<file path="src/rtl/lfsr_pkg.sv">
// Shared constants and helpers for the parametrised LFSR generator.
package lfsr_pkg;

  // Run-time feedback structure selection.
  localparam logic MODE_GALOIS = 1'b0;
  localparam logic MODE_FIB    = 1'b1;

  // Value with the low 'width' bits set; used as the default seed.
  function automatic logic [31:0] seed_all_ones(input int unsigned width);
    if (width >= 32) begin
      return 32'hFFFF_FFFF;
    end
    return (32'd1 << width) - 32'd1;
  endfunction

endpackage

</file>
<file path="src/rtl/lfsr_next.sv">
// Next-state function of the LFSR for both Galois and Fibonacci structures.
module lfsr_next
  import lfsr_pkg::*;
#(
  parameter int               WIDTH    = 4,
  parameter logic [WIDTH-1:0] GAL_POLY = WIDTH'(4'b0011),
  parameter logic [WIDTH-1:0] FIB_TAPS = WIDTH'(4'b1100)
) (
  input  logic [WIDTH-1:0] q,
  input  logic             mode,
  output logic [WIDTH-1:0] nq
);

  logic             gal_fb;
  logic             fib_fb;
  logic [WIDTH-1:0] gal_nq;
  logic [WIDTH-1:0] fib_nq;

  // Compute both candidate next states and pick one by mode.
  always_comb begin
    // Galois: shift left, the outgoing MSB re-enters at bit 0 and is XORed
    // into every position whose polynomial coefficient is set (bit 0 is the
    // re-entry itself, so its coefficient is not used again).
    gal_fb = q[WIDTH-1];
    gal_nq = {q[WIDTH-2:0], gal_fb} ^ ({GAL_POLY[WIDTH-1:1], 1'b0} & {WIDTH{gal_fb}});
    // Fibonacci: parity of the tapped bits is shifted in at bit 0.
    fib_fb = ^(q & FIB_TAPS);
    fib_nq = {q[WIDTH-2:0], fib_fb};
    nq     = (mode == MODE_FIB) ? fib_nq : gal_nq;
  end

endmodule

</file>
<file path="src/rtl/lfsr_param.sv">
// Parametrised LFSR with seed load, step enable, all-zero load protection
// and measurement of the number of steps until the start state recurs.
module lfsr_param
  import lfsr_pkg::*;
#(
  parameter int               WIDTH    = 4,
  parameter logic [WIDTH-1:0] GAL_POLY = WIDTH'(4'b0011),
  parameter logic [WIDTH-1:0] FIB_TAPS = WIDTH'(4'b1100),
  parameter logic [WIDTH-1:0] SEED     = WIDTH'(seed_all_ones(WIDTH))
) (
  input  logic             clk,
  input  logic             rst,
  input  logic             en,
  input  logic             load,
  input  logic [WIDTH-1:0] seed_in,
  input  logic             mode,
  output logic [WIDTH-1:0] q,
  output logic             bit_out,
  output logic             wrap,
  output logic [WIDTH-1:0] period,
  output logic             period_vld,
  output logic             zero_fix
);

  localparam logic [WIDTH-1:0] ONE = WIDTH'(1);

  logic [WIDTH-1:0] q_q, q_d;
  logic [WIDTH-1:0] start_q, start_d;
  logic [WIDTH-1:0] step_cnt_q, step_cnt_d;
  logic [WIDTH-1:0] period_q, period_d;
  logic             period_vld_q, period_vld_d;
  logic             wrap_q, wrap_d;
  logic             zero_fix_q, zero_fix_d;
  logic [WIDTH-1:0] nq;

  lfsr_next #(
    .WIDTH    (WIDTH),
    .GAL_POLY (GAL_POLY),
    .FIB_TAPS (FIB_TAPS)
  ) u_next (
    .q    (q_q),
    .mode (mode),
    .nq   (nq)
  );

  // Next-state decision: load beats step, step beats hold.
  always_comb begin
    // NOTE: every output of this block gets a default first so no path
    // leaves a variable unassigned, which would infer a latch.
    q_d          = q_q;
    start_d      = start_q;
    step_cnt_d   = step_cnt_q;
    period_d     = period_q;
    period_vld_d = period_vld_q;
    wrap_d       = 1'b0;
    zero_fix_d   = 1'b0;

    if (load) begin
      // An all-zero state would lock up, so it is replaced by the seed.
      if (seed_in == '0) begin
        q_d        = SEED;
        start_d    = SEED;
        zero_fix_d = 1'b1;
      end else begin
        q_d     = seed_in;
        start_d = seed_in;
      end
      step_cnt_d   = '0;
      period_vld_d = 1'b0;
    end else if (en) begin
      q_d = nq;
      if (nq == start_q) begin
        wrap_d       = 1'b1;
        period_d     = step_cnt_q + ONE;
        period_vld_d = 1'b1;
        step_cnt_d   = '0;
      end else if (step_cnt_q != '1) begin
        // Saturate so a start state that never recurs cannot fake a period.
        step_cnt_d = step_cnt_q + ONE;
      end
    end
  end

  // State and flag registers with asynchronous active-low reset.
  always_ff @(posedge clk or negedge rst) begin
    if (!rst) begin
      q_q          <= SEED;
      start_q      <= SEED;
      step_cnt_q   <= '0;
      period_q     <= '0;
      period_vld_q <= 1'b0;
      wrap_q       <= 1'b0;
      zero_fix_q   <= 1'b0;
    end else begin
      // NOTE: non-blocking assignments so every register samples the values
      // from before this edge, independent of statement order.
      q_q          <= q_d;
      start_q      <= start_d;
      step_cnt_q   <= step_cnt_d;
      period_q     <= period_d;
      period_vld_q <= period_vld_d;
      wrap_q       <= wrap_d;
      zero_fix_q   <= zero_fix_d;
    end
  end

  assign q          = q_q;
  assign bit_out    = q_q[WIDTH-1];
  assign wrap       = wrap_q;
  assign period     = period_q;
  assign period_vld = period_vld_q;
  assign zero_fix   = zero_fix_q;

endmodule

</file>
<file path="config.mk">
export PLATFORM = sky130hd
export DESIGN_NAME = lfsr_param
export DESIGN_NICKNAME = d
export VERILOG_FILES = /design/src/rtl/lfsr_pkg.sv /design/src/rtl/lfsr_next.sv /design/src/rtl/lfsr_param.sv
export SDC_FILE = /design/constraint.sdc
export NUM_CORES = 1
export LEC_CHECK = 0
export ABC_CLOCK_PERIOD_IN_PS = 2450
export CAP_MARGIN = 20
export CORE_ASPECT_RATIO = 0.9
export CORE_MARGIN = 2
export CORE_UTILIZATION = 55
export CTS_BUF_LIST = sky130_fd_sc_hd__clkbuf_16
export CTS_CLUSTER_SIZE = 8
export DETAILED_ROUTE_END_ITERATION = 10
export DONT_BUFFER_PORTS = 1
export GPL_ROUTABILITY_DRIVEN = 0
export GPL_TIMING_DRIVEN = 0
export PLACE_DENSITY = 0.81
export SETUP_SLACK_MARGIN = 0.15
export SLEW_MARGIN = 10
export SYNTH_ARGS = -nofsm -noshare
export SYNTH_HDL_FRONTEND = slang
export SYNTH_SLANG_ARGS = --single-unit
</file>
<file path="constraint.sdc">
create_clock -name clk -period 2.45 [get_ports clk]
set_clock_uncertainty 0.05 [all_clocks]
set_input_delay 0.3675 -clock clk [delete_from_list [all_inputs] [get_ports clk]]
set_output_delay 0.3675 -clock clk [all_outputs]
set_load 0.05 [all_outputs]
</file>
==> flow_summary.yaml, run 1 <==
synthesis:
  netlist_area_um2: 984.7
  yosys_most_used_dff: "dfrtp_1"
  synth_warnings: 0
  netlist_instances: 94
  ys_seq_elements: 19
  synth_nets: 104
  synth-edff-count: 0
  yosysUniqueCellTypes: 35
  synth.avg_cell_area_um2: 10.48
  async_flop_share_pct: 100.0
  ys_seq_area_share_pct: 49.30
global_route:
  grt_pass1_wl_um: 3070
  antenna_found_initial: 0
  grt_max_degree: 20
  gr-total-overflow: 0
  grtUsageTotal_pct: 19.68
  grt_pass1_vias: 662
worst_setup_path:
  crit_required_ps: 2530
  path_buf_inv: 1
  cp-end-kind: "flip-flop"
  arrival_ps: 2290
  path_class: "flip-flop to flip-flop"
  critical-path-top-delay-family: "simple AND/OR/NAND/NOR gates"
  slowest_stage: "dfstp_2"
  cp_max_fo: 5
  reg2reg_depth: 6
  r2r_setup_slack_ps: 250
  crit_chain: "xnor2_1, and3_4, nor4_4, and2_1, buf_6, mux2_4"
  critical_path_depth: 6
  rr_endpoint: "period[1]"
  critPathMaxStageDelay_ps: 720
  r2r_start: "q[0]"
  cp-start-kind: "flip-flop"
power_and_ir_drop:
  power.density_nw_per_um2: 884.5
  p_sw_mw: 0.3384
  p_leak_nw: 0.4922
  internal_power_mw: 0.6565
  worst_ir_drop_vdd_mv: 0.7758
  comb_power_share_pct: 14.7
  pwr-share-seq_pct: 52.7
  swShare_pct: 34.01
  pwr-share-clk_pct: 32.6
timing:
  fin_crit_sh_pct: 89.92
  fin_crit_ps: 2203
  worst_pin_slew_ps: 822.5
  slew_violations: 0
  slew_headroom_pct: 44.99
  finalHoldViolCount: 0
  tns_ps: 0
  setup_viol: 0
  rsz0062_at_grt: "no"
  fmaxAchievable_mhz: 453.9
min_path:
  hold_depth: 1
  hold-path-endpoint: "step_cnt_q[3]"
  min_from: "load"
  min_path_type: "input pin to flip-flop"
cts:
  clkTransAtPathRegs_ps: 50
  cts_tree: "built"
  cts.sinks: 19
  cts_root_buf: "clkbuf_16"
  cts_max_level: 1
  numCtsBuffers: 3
  insertion_delay_ps: 250
  clockBufferDepth: 2
cells_and_area:
  drive_above_1_share_pct: 20.79
  n_antenna_cell: 0
  final_cells: 125
  nets: 112
  layout_commonest_cell: "dfrtp_1"
  final_cell_mix: "11 x dfrtp_1, 8 x a21oi_1, 8 x o21ai_0, 8 x dfstp_2, 7 x inv_1"
  final_util_pct: 66.89
  syn2layout_area_growth_pct: 14.23
floorplanning:
  die_w_um: 48.60
  die_area_um2: 2145
  die_h_um: 44.14
  start_util_pct: 58.56
  rows: 14
  io_pins: 21
  core_area_um2: 1682
detailed_routing:
  ant_nets: 0
  drtPass1Iterations: 4
  drc: 0
  wl_per_cell_um: 15.23
  vias: 706
  routed_wl_um: 1904
  avgViaCountPerCell: 5.648
  first_iter_violations: 36
job:
  drv_cap: 0
placed_design:
  dp_hpwl_um: 1278
  io_buffer_count: 0
  dp.cells: 118
run_status:
  outcome: "finished, final reports clean"
-- Yosys cell counts, drive strengths merged, types with 3 or more instances --
library cell / count / area share, %
inv: 6 / 2.3
dfstp: 8 / 21
nor3: 4 / 2.0
nand2: 4 / 1.5
mux2i: 3 / 3.0
dfrtp: 11 / 28
nor2: 5 / 1.9
o21ai: 8 / 4.1
xnor2: 6 / 5.3
a21oi: 8 / 4.1
buf: 3 / 2.4
-- routing by layer --
metal / up-vias / track usage [%] / share of wire (%)
met5: - / 0 / 0
met4: 0 / 10.29 / 2.6
met3: 7 / 6.757 / 10
met2: 39 / 28.77 / 41
met1: 322 / 26.34 / 46
li1: 338 / - / -
-- flip-flops by register name, indices dropped and copies added (netlist names) --
name	flops
step_cnt_q	4
q	4
start_q	4
wrap	1
zero_fix	1
period_vld	1
period	4
-- repair_timing --
item / CTS / global route
setup endpoints to repair: 2 / 2
buffers inserted: 1 / 1
resized for setup: 0 / 3
hold buffers: 1 / 0
endpoints found under the hold margin: 19 / 0
pin swaps: 1 / 1
-- power groups by stage --
stage / logic (mW) / registers (mW) / clock network (mW)
final: 0.146 / 0.524 / 0.324
after CTS: 0.143 / 0.524 / 0.333
after detailed placement: 0.130 / 0.529 / 0
after floorplan: 0.115 / 0.520 / 0
after global placement: 0.128 / 0.527 / 0
after global routing: 0.166 / 0.530 / 0.346
-- cell families after synthesis --
family / after synthesis / share of synthesized area, %
xor+xnor: 8 / 7.116
buf+inv: 11 / 5.464
fa+ha+maj: 1 / 1.270
flops: 19 / 49.30
simple gates: 28 / 17.41
compound gates: 22 / 13.34
mux: 5 / 6.099
-- worst max path at each step --
stage                     startpoint   endpoint  slack (ps)
final                           q[0]  period[1]         250
after global routing            q[2]  period[3]         150
after CTS                       q[2]  period[1]         170
after detailed placement        q[2]  period[1]          60
after global placement          q[2]  period[1]          70
after floorplan                 q[2]  period[1]         230
-- per-stage QoR --
stage	total power, mW	setup slack [ps]	area, µm²	hold slack (ps)
2_1_floorplan	0.6345	226.2	984.7	21.91
3_3_place_gp	0.6552	67.37	1015	22.28
3_5_place_dp	0.6599	58.19	1015	22.33
4_1_cts	1.000	169.0	1111	139.1
5_1_grt	1.043	152.6	1125	133.0
6_report	0.9950	247.0	1125	144.1
-- worst reg2reg max path, delay by kind of cell (launching register included) --
family        cells  cell delay, ps
simple gates      3             740
flops             1             720
mux               1             290
xor+xnor          1             160
buf+inv           1             120
-- final cells by class --
cell class / instances / area (µm²)
buffer: 5 / 37.54
clock buffer: 3 / 75.07
clock inverter: 1 / 3.754
fill: 130 / 556.8
inverter: 6 / 22.52
multi-input combinational: 64 / 445.4
sequential: 19 / 485.5
tap: 24 / 30.03
timing repair buffer: 3 / 25.02
No activity file was read; power rests on OpenSTA's default activity.
==> inputs of run 2 (changes only) <==
--- a/config.mk
+++ b/config.mk
@@ -9,14 +9,13 @@
 export CAP_MARGIN = 20
 export CORE_ASPECT_RATIO = 0.9
 export CORE_MARGIN = 2
-export CORE_UTILIZATION = 55
+export CORE_UTILIZATION = 45
 export CTS_BUF_LIST = sky130_fd_sc_hd__clkbuf_16
 export CTS_CLUSTER_SIZE = 8
 export DETAILED_ROUTE_END_ITERATION = 10
 export DONT_BUFFER_PORTS = 1
 export GPL_ROUTABILITY_DRIVEN = 0
-export GPL_TIMING_DRIVEN = 0
-export PLACE_DENSITY = 0.81
+export PLACE_DENSITY = 0.71
 export SETUP_SLACK_MARGIN = 0.15
 export SLEW_MARGIN = 10
 export SYNTH_ARGS = -nofsm -noshare
==> flow_summary.yaml, run 2 (synthesis results as in run 1) <==
run_status:
  outcome: "finished, final reports clean"
cells_and_area:
  layout_commonest_cell: "dfrtp_1"
  final_util_pct: 52.12
  nets: 109
  syn2layout_area_growth_pct: 12.33
  fillers: 198
  n_antenna_cell: 0
  drive_above_1_share_pct: 20.41
  seq_area_um2: 485.5
  final_cell_mix: "11 x dfrtp_1, 8 x a21oi_1, 8 x o21ai_0, 8 x dfstp_2, 7 x inv_1"
  multiInputGateArea_um2: 445.4
  final_cells: 125
placed_design:
  io_buffer_count: 0
  dp.cells: 120
  dp_hpwl_um: 1390
  pre_cts_slack_ps: 315.4
global_route:
  grt_max_degree: 20
  grtUsageTotal_pct: 17.45
  gr-total-overflow: 0
  grt_pass1_vias: 723
  grt_pass1_wl_um: 3256
  antenna_found_initial: 0
worst_setup_path:
  cp_max_fo: 9
  r2r_start: "q[2]"
  crit_required_ps: 2540
  arrival_ps: 2230
  crit_start: "q[2]"
  cp-end-kind: "flip-flop"
  path_class: "flip-flop to flip-flop"
  cp-start-kind: "flip-flop"
job:
  drv_cap: 0
cts:
  post-cts-setup-buffers: 0
  cts_hold_buf: 1
  cts_tree: "built"
  clkTransAtPathRegs_ps: 50
  cts.sinks: 19
  cts_root_buf: "clkbuf_16"
  cts_max_level: 1
  numCtsBuffers: 3
  clockBufferDepth: 2
  cts_resized: 0
  insertion_delay_ps: 250
timing:
  slew_violations: 0
  finalHoldViolCount: 0
  setup_viol: 0
  slew_headroom_pct: 43.21
  rsz0062_at_grt: "no"
  tns_ps: 0
  fmaxAchievable_mhz: 466.5
  fin_crit_sh_pct: 87.50
  fin_ws_ps: 306.2
  worst_pin_slew_ps: 849.1
  fin_crit_ps: 2144
detailed_routing:
  avgViaCountPerCell: 5.640
  first_iter_violations: 11
  ant_nets: 0
  drc: 0
  wl_per_cell_um: 15.66
  routed_wl_um: 1958
  drtPass1Iterations: 4
  vias: 705
power_and_ir_drop:
  swShare_pct: 34.34
  p_sw_mw: 0.3426
  pwr-share-clk_pct: 33.4
  worst_ir_drop_vdd_mv: 0.7347
  comb_power_share_pct: 16.1
  internal_power_mw: 0.6550
  p_leak_nw: 0.4819
  power.density_nw_per_um2: 901.9
  pwr-share-seq_pct: 50.5
floorplanning:
  die_h_um: 48.38
  rows: 16
  io_pins: 21
  start_util_pct: 46.40
  die_area_um2: 2579
  die_w_um: 53.31
  core_area_um2: 2122
min_path:
  min_path_type: "input pin to flip-flop"
  min_from: "load"
==> run 2: power by group through the flow <==
stage	clock network, mW	registers [mW]	logic, mW
2_1_floorplan	0	0.520	0.115
6_report	0.333	0.504	0.161
3_5_place_dp	0	0.510	0.153
4_1_cts	0.336	0.505	0.162
3_3_place_gp	0	0.507	0.155
5_1_grt	0.347	0.510	0.181
==> run 2: cell type report <==
type,instances,area share (%)
well taps,27,3.054
repair buffers,5,3.620
flip-flops and latches,19,43.89
clock buffers,3,6.787
multi-input cells,64,40.27
clock inverters,1,0.3394
inverters,6,2.036
==> run 2: per-layer routing <==
layer | track usage, % | vias up | share of wire, % | wire length (µm)
met5 | 0 | - | 0 | 0
met4 | 7.692 | 0 | 2.2 | 44
met3 | 5.556 | 7 | 6.2 | 122
met2 | 24.28 | 20 | 45 | 873
met1 | 24.79 | 346 | 47 | 917
li1 | - | 332 | - | -
==> run 2: critical path: stages (launching register included) <==
cell and delay (ps):
dfstp_2 770, a21bo_2 200, a21oi_1 80, nor4_4 260
and2_1 330, mux2_4 330
==> run 2: worst paths after layout <==
path,endpoint,slack [ps],depth (start not counted)
max,period[3],310,5
min,step_cnt_q[1],130,1
max reg2reg,period[3],310,5
min reg2reg,start_q[1],440,2
max in group asynchronous,zero_fix,1210,1
min in group asynchronous,period[0],620,1
==> run 2: stage by stage <==
stage	area (µm²)	power, mW	hold WS (ps)
after floorplan	984.7	0.6345	21.91
after global routing	1106	1.039	127.0
after detailed placement	1017	0.6633	22.32
after CTS	1106	1.002	131.5
final	1106	0.9976	132.1
after global placement	1017	0.6621	22.27
